### src/rtl/sec_tick_go_gen_if.sv
`default_nettype none
// ============================================================================
//  Module   : sec_tick_go_gen_if
//  Purpose  : Bundles the run/start inputs and the timebase/go outputs of
//             sec_tick_go_gen.
//  Signals  : enable     - prescaler run enable (driven by master)
//             go_raw     - raw pushbutton, asynchronous (driven by master)
//             tick       - one-cycle seconds strobe (driven by slave)
//             sec_count  - wrapping tick count since go/reset (slave)
//             go         - one-cycle accepted-press pulse (slave)
//             go_level   - debounced button level (slave)
//  Revision : 1.0  initial release
// ============================================================================
interface sec_tick_go_gen_if;
   logic       enable;
   logic       go_raw;
   logic       tick;
   logic [7:0] sec_count;
   logic       go;
   logic       go_level;

   // Side that drives the controls and consumes the timebase
   modport master (
      output enable,
      output go_raw,
      input  tick,
      input  sec_count,
      input  go,
      input  go_level
   );

   // The timebase / debounce block itself
   modport slave (
      input  enable,
      input  go_raw,
      output tick,
      output sec_count,
      output go,
      output go_level
   );
endinterface
`default_nettype wire

### src/rtl/sec_tick_go_gen.sv
`default_nettype none
// ============================================================================
//  Module   : sec_tick_go_gen
//  Purpose  : Seconds timebase plus start-button front end. Divides clk into
//             a one-cycle tick every CLK_DIV enabled cycles with a wrapping
//             8-bit seconds count, and turns a bouncy asynchronous button
//             into a clean one-cycle go pulse and a debounced level. An
//             accepted press realigns the timebase to a fresh period.
//  Ports    : clk   - system clock (rising edge)
//             reset - synchronous, active-high reset
//             bus   - sec_tick_go_gen_if.slave (enable, go_raw in;
//                     tick, sec_count, go, go_level out)
//  Revision : 1.0  initial release
// ============================================================================
module sec_tick_go_gen #(
   parameter int CLK_DIV   = 50000000,
   parameter int DIV_W     = 26,
   parameter int DB_CYCLES = 16,
   parameter int DB_W      = 5
) (
   input  wire logic          clk,
   input  wire logic          reset,
   sec_tick_go_gen_if.slave   bus
);

   localparam logic [DIV_W-1:0] DIV_LAST = DIV_W'(CLK_DIV - 1);
   localparam logic [DB_W-1:0]  DB_LAST  = DB_W'(DB_CYCLES - 1);
   localparam logic [DB_W-1:0]  DB_ONE   = DB_W'(1);

   typedef enum logic [1:0] {
      RELEASED    = 2'd0,
      PRESS_CHK   = 2'd1,
      PRESSED     = 2'd2,
      RELEASE_CHK = 2'd3
   } db_state_t;

   db_state_t        state;
   logic             s1;
   logic             s2;
   logic [DB_W-1:0]  db_cnt;
   logic [DIV_W-1:0] div_cnt;
   logic             tick_q;
   logic [7:0]       sec_q;
   logic             go_q;
   logic             level_q;
   logic             go_set;

   // High on exactly the edge that sets the go register; the prescaler uses
   // it to restart the period on that same edge.
   assign go_set = (state == PRESS_CHK) && s2 && (db_cnt == DB_LAST);

   // Two-flop synchroniser for the asynchronous button
   always_ff @(posedge clk) begin
      if (reset) begin
         s1 <= 1'b0;
         s2 <= 1'b0;
      end else begin
         s1 <= bus.go_raw;
         s2 <= s1;
      end
   end

   // Debounce FSM: a change is accepted only after DB_CYCLES consecutive
   // identical samples of s2; any shorter excursion returns to the origin.
   always_ff @(posedge clk) begin
      if (reset) begin
         state   <= RELEASED;
         db_cnt  <= '0;
         go_q    <= 1'b0;
         level_q <= 1'b0;
      end else begin
         go_q <= 1'b0;
         case (state)
            RELEASED: begin
               if (s2) begin
                  state  <= PRESS_CHK;
                  db_cnt <= DB_ONE;
               end
            end
            PRESS_CHK: begin
               if (!s2) begin
                  state  <= RELEASED;
                  db_cnt <= '0;
               end else if (db_cnt == DB_LAST) begin
                  state   <= PRESSED;
                  go_q    <= 1'b1;
                  level_q <= 1'b1;
                  db_cnt  <= '0;
               end else begin
                  db_cnt <= db_cnt + DB_ONE;
               end
            end
            PRESSED: begin
               if (!s2) begin
                  state  <= RELEASE_CHK;
                  db_cnt <= DB_ONE;
               end
            end
            RELEASE_CHK: begin
               if (s2) begin
                  state  <= PRESSED;
                  db_cnt <= '0;
               end else if (db_cnt == DB_LAST) begin
                  state   <= RELEASED;
                  level_q <= 1'b0;
                  db_cnt  <= '0;
               end else begin
                  db_cnt <= db_cnt + DB_ONE;
               end
            end
            default: begin
               state  <= RELEASED;
               db_cnt <= '0;
            end
         endcase
      end
   end

   // Prescaler and seconds counter. A go realignment takes priority over a
   // coinciding terminal count, so that edge produces no tick.
   always_ff @(posedge clk) begin
      if (reset) begin
         div_cnt <= '0;
         tick_q  <= 1'b0;
         sec_q   <= 8'd0;
      end else begin
         tick_q <= 1'b0;
         if (go_set) begin
            div_cnt <= '0;
            sec_q   <= 8'd0;
         end else if (bus.enable) begin
            if (div_cnt == DIV_LAST) begin
               div_cnt <= '0;
               tick_q  <= 1'b1;
               sec_q   <= sec_q + 8'd1;
            end else begin
               div_cnt <= div_cnt + DIV_W'(1);
            end
         end
      end
   end

   assign bus.tick      = tick_q;
   assign bus.sec_count = sec_q;
   assign bus.go        = go_q;
   assign bus.go_level  = level_q;

endmodule
`default_nettype wire

### src/flat_wrapper.sv
// flat-port wrapper written by rule: the top's interface ports become plain ports
module sec_tick_go_gen_flat 
#(
   parameter int CLK_DIV   = 50000000,
   parameter int DIV_W     = 26,
   parameter int DB_CYCLES = 16,
   parameter int DB_W      = 5
)
  (clk, reset, bus_enable, bus_go_raw, bus_tick, bus_sec_count, bus_go, bus_go_level);
  sec_tick_go_gen_if bus_i ();
  input  wire logic clk;
  input  wire logic reset;
  input wire logic [$bits(bus_i.enable)-1:0] bus_enable;
  input wire logic [$bits(bus_i.go_raw)-1:0] bus_go_raw;
  output wire logic [$bits(bus_i.tick)-1:0] bus_tick;
  output wire logic [$bits(bus_i.sec_count)-1:0] bus_sec_count;
  output wire logic [$bits(bus_i.go)-1:0] bus_go;
  output wire logic [$bits(bus_i.go_level)-1:0] bus_go_level;
  assign bus_i.enable = bus_enable;
  assign bus_i.go_raw = bus_go_raw;
  assign bus_tick = bus_i.tick;
  assign bus_sec_count = bus_i.sec_count;
  assign bus_go = bus_i.go;
  assign bus_go_level = bus_i.go_level;
  sec_tick_go_gen #(.CLK_DIV(CLK_DIV), .DIV_W(DIV_W), .DB_CYCLES(DB_CYCLES), .DB_W(DB_W)) u_core (.clk(clk), .reset(reset), .bus(bus_i));
endmodule
### config.mk
export PLATFORM = sky130hd
export DESIGN_NAME = sec_tick_go_gen_flat
export DESIGN_NICKNAME = d
export VERILOG_FILES = /design/src/rtl/sec_tick_go_gen_if.sv /design/src/rtl/sec_tick_go_gen.sv /design/src/flat_wrapper.sv
export SDC_FILE = /design/constraint.sdc
export NUM_CORES = 1
export LEC_CHECK = 0
export CELL_PAD_IN_SITES_DETAIL_PLACEMENT = 2
export CELL_PAD_IN_SITES_GLOBAL_PLACEMENT = 2
export CORE_ASPECT_RATIO = 1.4
export CORE_UTILIZATION = 30
export DETAILED_ROUTE_END_ITERATION = 12
export GPL_ROUTABILITY_DRIVEN = 0
export PLACE_DENSITY = 0.73
export REMOVE_ABC_BUFFERS = 1
export SETUP_SLACK_MARGIN = 0.3
export SLEW_MARGIN = 10
export SYNTH_ARGS = -nofsm -noshare
export SYNTH_HDL_FRONTEND = slang
export SYNTH_SLANG_ARGS = --single-unit
### constraint.sdc
create_clock -name clk -period 2.3 [get_ports clk]
set_input_delay 0.46 -clock clk [delete_from_list [all_inputs] [get_ports clk]]
set_output_delay 0.46 -clock clk [all_outputs]
set_load 0.02 [all_outputs]
; ---- Word level (Yosys, flattened, before mapping)
; Cells that the tools add are included.
[word_totals]
regBits = 46
word_cells = 60
[classes]
n_addsub = 3
eq_ne = 13
n_mux = 21
bitwise_logic = 3
reduce_logical = 11
[ops]
columns = operator, count
row1 = 26-bit by 1-bit adder with 26-bit output (second input constant), 1
row2 = 26-bit equality test (second input constant), 1
row3 = 26-bit two-way mux, 1
row4 = 5-bit two-way mux, 5
row5 = 5-bit one-hot mux with 4 select lines, 1
row6 = 2-bit two-way mux, 6
row7 = 8-bit by 1-bit adder with 8-bit output (second input constant), 1
row8 = 2-bit one-hot mux with 4 select lines, 1
row9 = 1-bit two-way mux, 6
row10 = 2-bit by 1-bit != test with 1-bit output (second input constant), 3
row11 = 2-bit != test (second input constant), 3
row12 = 3-bit OR reduction, 2
row13 = 5-bit by 1-bit adder with 5-bit output (second input constant), 1
row14 = 5-bit by 4-bit equality test with 1-bit output (second input constant), 1
row15 = 5-bit AND reduction, 1
row16 = 2-bit equality test (second input constant), 2
row17 = 2-bit AND reduction, 2
row18 = 4-bit AND reduction, 1
row19 = 3-bit by 1-bit != test with 1-bit output (second input constant), 1
row20 = 3-bit != test (second input constant), 1
row21 = 1-bit NOT, 3
row22 = 2-bit by 1-bit equality test with 1-bit output (second input constant), 1
row23 = 1-bit logical AND, 2
row24 = 2-bit zero test, 1
row25 = other kinds (3), 3

; ---- Longest topological paths before layout
[logic_depth]
word_depth = 4
depth_mapped = 10

; ---- Worst setup path before layout
; Ideal clock, no wire load.
[synth_timing]
path_type = reg-to-reg
startpoint = register u_core.div_cnt[0]
endpoint = register u_core.div_cnt[0]
t_arrival_ns = 1.668
t_required_ns = 2.236
setup_slack_ns = 0.568
stages_incl_launch_ff = 11
n_path_buf = 4
path_cell_list = dfxtp_1 -> ha_1 -> and3_1 -> buf_4 -> and4_1 -> buf_6 -> nand2_4 -> nand2b_1 -> buf_2 -> buf_2 -> nor2_1
[synth_via]
elab_chain_cells = 2
elab_cells_between_ends = 3
cone_classes = add/sub (1) / eq/ne (1) / mux (1)
[synth_lines]
columns = item, line_no
row1 = from (decl), sec_tick_go_gen.sv:41  ; logic [DIV_W-1:0] div_cnt;
row2 = from (signal assigned), sec_tick_go_gen.sv:137  ; div_cnt <= div_cnt + DIV_W'(1);
row3 = 26-bit by 1-bit adder with 26-bit output / 26-bit equality test (equally long branches), "sec_tick_go_gen.sv:137, sec_tick_go_gen.sv:132"
row4 = 26-bit two-way mux (*), sec_tick_go_gen.sv:132  ; if (div_cnt == DIV_LAST) begin
; Mark *: on every way between the ends. The rest lies on a longest branch, timed or not.
; A chain may end at the register's enable or synchronous reset.

; ---- Worst setup path after layout
[layout_timing]
startpoint = input bus_enable
endpoint = register u_core.sec_q[7], in the netlist u_core.bus.sec_count[7]
[layout_via]
elab_chain_cells = 1
[layout_lines]
columns = item, line_no
row1 = from (decl), flat_wrapper.sv:13  ; input wire logic [$bits(bus_i.enable)-1:0] bus_enable;
row2 = 2-bit AND reduction (no source line), -
row3 = to (signal assigned), sec_tick_go_gen.sv:135  ; sec_q <= sec_q + 8'd1;
row4 = to (decl), sec_tick_go_gen.sv:43  ; logic [7:0] sec_q;
; No other way between the ends.

==> results.sh <==
export IMPL_status="completed"
export IMPL_root_buffer="clkbuf_8"
export IMPL_grt_overflow=0
export IMPL_synthFlopType="dfxtp_1"
export IMPL_path_clk_slew_ns=0.08
export IMPL_powerDensity_nw_per_um2=549
export IMPL_cp_slowest_stage_delay_ns=0.50
export IMPL_hold_viol_final=0
export IMPL_finalPower_mw=1.33
export IMPL_clock_latency_ns=0.29
export IMPL_die_height_um=99.8
export IMPL_netlist_instances=231
export IMPL_drc=0
export IMPL_r2r_end="u_core.div_cnt[12]$_SDFFE_PP0P_"
export IMPL_start_kind="input port"
export IMPL_cts_buffers=5
export IMPL_worst_hold_slack_ns=0.445
export IMPL_slew_headroom_pct=61.6
export IMPL_path_class="in2reg"
export IMPL_drive_above_1_share_pct=9.13
export IMPL_placed_cell_area_sq_um=2330
export IMPL_synth_area_leaders="dfxtp_1 (45%), xor2_1 (7.7%), nor2_1 (7.3%)"
export IMPL_portBuffers=14
export IMPL_synth_top_area_share_pct=44.9
export IMPL_cts_max_path_buffers=2
export IMPL_path_cells="clkdlybuf4s50_1, and3_1, and4_2, nand4_1, or3_1, a21oi_1"
export IMPL_setup_viol=0
export IMPL_vias=1669
export IMPL_ys_seq_area_share_pct=44.9
export IMPL_rsz0062_at_grt="false"
export IMPL_syn_area_sq_um=2050
export IMPL_area_delta_synth_final_pct=18.4
export IMPL_io_pins=15
export IMPL_clock_sinks=46
export IMPL_cp_endpoint="u_core.bus.sec_count[7]$_SDFFE_PP0P_"
export IMPL_period_minus_slack_ns=1.87
export IMPL_finalCritPeriodShare_pct=81.2
export IMPL_vdd_drop_max_mv=0.215
export IMPL_synth_edf_count=0
export IMPL_p_leak_nw=0.874
export IMPL_grt_max_degree=26
export IMPL_maxCapViolCount=0
export IMPL_ant_nets=0
export IMPL_nNetsFinal=259
export IMPL_tightestPinTransition_ns=0.575
export IMPL_vias_per_cell=4.85
export IMPL_synth_cell_types=37
export IMPL_endpoint_kind="flip-flop"
export IMPL_die_area_sq_um=7170
export IMPL_r2r_start="u_core.db_cnt[0]$_SDFFE_PP0P_"
export IMPL_die_w_um=71.9
export IMPL_antenna_found_initial=0
export IMPL_maxSlewViolCount=0
export IMPL_synth_most_common_cell="dfxtp_1"
export IMPL_ys_warnings_count=0
export IMPL_wl_per_cell_um=14.0
export IMPL_yosysTopAreaCell="dfxtp_1"
export IMPL_first_pass_iters=3
export IMPL_dpl_hpwl_um=3530
export IMPL_track_usage_pct=15.0
export IMPL_synth_avg_cell_area_sq_um=8.87
export IMPL_instances_no_fill=344
export IMPL_grt_pass1_wl_um=8400
export IMPL_h_tree_depth=2
export IMPL_critPathSlowestCell="clkdlybuf4s50_1"
export IMPL_grt_pass1_vias=1773
export IMPL_arrival_ns=2.09
export IMPL_core_area_sq_um=6610
export IMPL_antennaDiodeCount=0
export IMPL_cts_hold_buf=0
export IMPL_placed_cells=336
export IMPL_worstRegToRegCells=7
export IMPL_setup_tns_ns=0
export IMPL_crit_start="bus_enable"
export IMPL_placementRows=35
export IMPL_required_ns=2.53
export IMPL_critPathMaxFanout=3
export IMPL_ys_ff_latch=46
export IMPL_r2r_setup_slack_ns=0.49
export IMPL_async_reset_ff_share_pct=0
export IMPL_max_freq_mhz=536
export IMPL_hold_class="reg2reg"
export IMPL_synthTopCellsByCount="dfxtp_1 (46), nor2_1 (40), xor2_1 (18), nand2_1 (15)"
export IMPL_drt_iter0_markers=30
export IMPL_initial_core_util_pct=31.0
export IMPL_cts_tree="done"
export IMPL_routed_wl_um=4810
export IMPL_fin_area_sq_um=2430
export IMPL_fin_worst_skew_ns=0.00737
-- critical path, delay by kind of cell --
kind	cells	cell delay (ns)
compound gates	1	0.15
simple gates	4	0.98
buf+inv	1	0.50
-- power breakdown --
part           leakage [nW]  internal [mW]  switching (mW)
clock                0.0383          0.210           0.255
sequential            0.372          0.804         0.00863
combinational         0.464         0.0252          0.0284
-- how the worst min path moves through the flow --
stage                         startpoint                   end  slack, ns  depth (start not counted)
finish              u_core.s1$_SDFF_PP0_  u_core.s2$_SDFF_PP0_       0.44                          1
detailed placement  u_core.s1$_SDFF_PP0_  u_core.s2$_SDFF_PP0_       0.43                          1
global route        u_core.s1$_SDFF_PP0_  u_core.s2$_SDFF_PP0_       0.46                          1
global placement    u_core.s1$_SDFF_PP0_  u_core.s2$_SDFF_PP0_       0.42                          1
CTS                 u_core.s1$_SDFF_PP0_  u_core.s2$_SDFF_PP0_       0.45                          1
floorplan           u_core.s1$_SDFF_PP0_  u_core.s2$_SDFF_PP0_       0.41                          1
-- layer usage --
layer | routed length (um) | up-vias | track usage (%)
li1 | - | 837 | -
met1 | 2090 | 813 | 16.3
met2 | 2590 | 14 | 28.2
met3 | 75 | 5 | 3.01
met4 | 66 | 0 | 5.43
met5 | 0 | - | 0
-- per-stage QoR --
step	utilization [%]	setup WS (ns)
after floorplan	-	0.327
after global placement	35.3	0.109
after detailed placement	35.3	0.0562
after CTS	36.4	0.371
after global routing	36.7	0.323
final	36.7	0.433
-- layout by cell type (no fill, tap or decap), types with 3 or more instances in the layout --
| cell type | count |
|---|---|
| nor2_1 | 40 |
| xor2_1 | 18 |
| and2_1 | 5 |
| and3_1 | 5 |
| clkbuf_8 | 5 |
| and4_1 | 4 |
| ha_1 | 3 |
| a21oi_1 | 9 |
| nand2_1 | 15 |
| dfxtp_1 | 46 |
| xnor2_1 | 12 |
| buf_4 | 9 |
| clkdlybuf4s50_1 | 14 |
| o21ai_0 | 5 |
| nand4_1 | 12 |
| nand3_1 | 9 |
| nor3_1 | 6 |
| or3_1 | 4 |
-- sequential cells by signal, indices dropped and copies added (netlist names), named ones only --
signal                count
u_core.s2                 1
u_core.bus.go             1
u_core.s1                 1
u_core.bus.go_level       1
u_core.bus.tick           1
u_core.db_cnt             5
u_core.div_cnt           26
u_core.bus.sec_count      8
u_core.state              1
-- cells by family after synthesis --
kind of cell    after synthesis  synth area share (%)
compound gates               18                  4.76
xor+xnor                     30                  12.8
fa+ha+maj                     3                  1.83
buf+inv                      11                  2.81
flops                        46                  44.9
mux                           2                 0.977
simple gates                121                  31.9
-- repair_timing --
action | CTS | global route
resized for setup | 0 | 3
endpoints found under the setup margin | 0 | 3
setup buffers | 0 | 1
-- cell type report --
type	instances	area [sq um]
clock buffers	7	76.3
flip-flops and latches	46	921
multi-input cells	174	1080
inverters	1	3.75
repair buffers	24	228
well taps	92	115
fillers	746	4190
(Power assumes the default switching activity.)
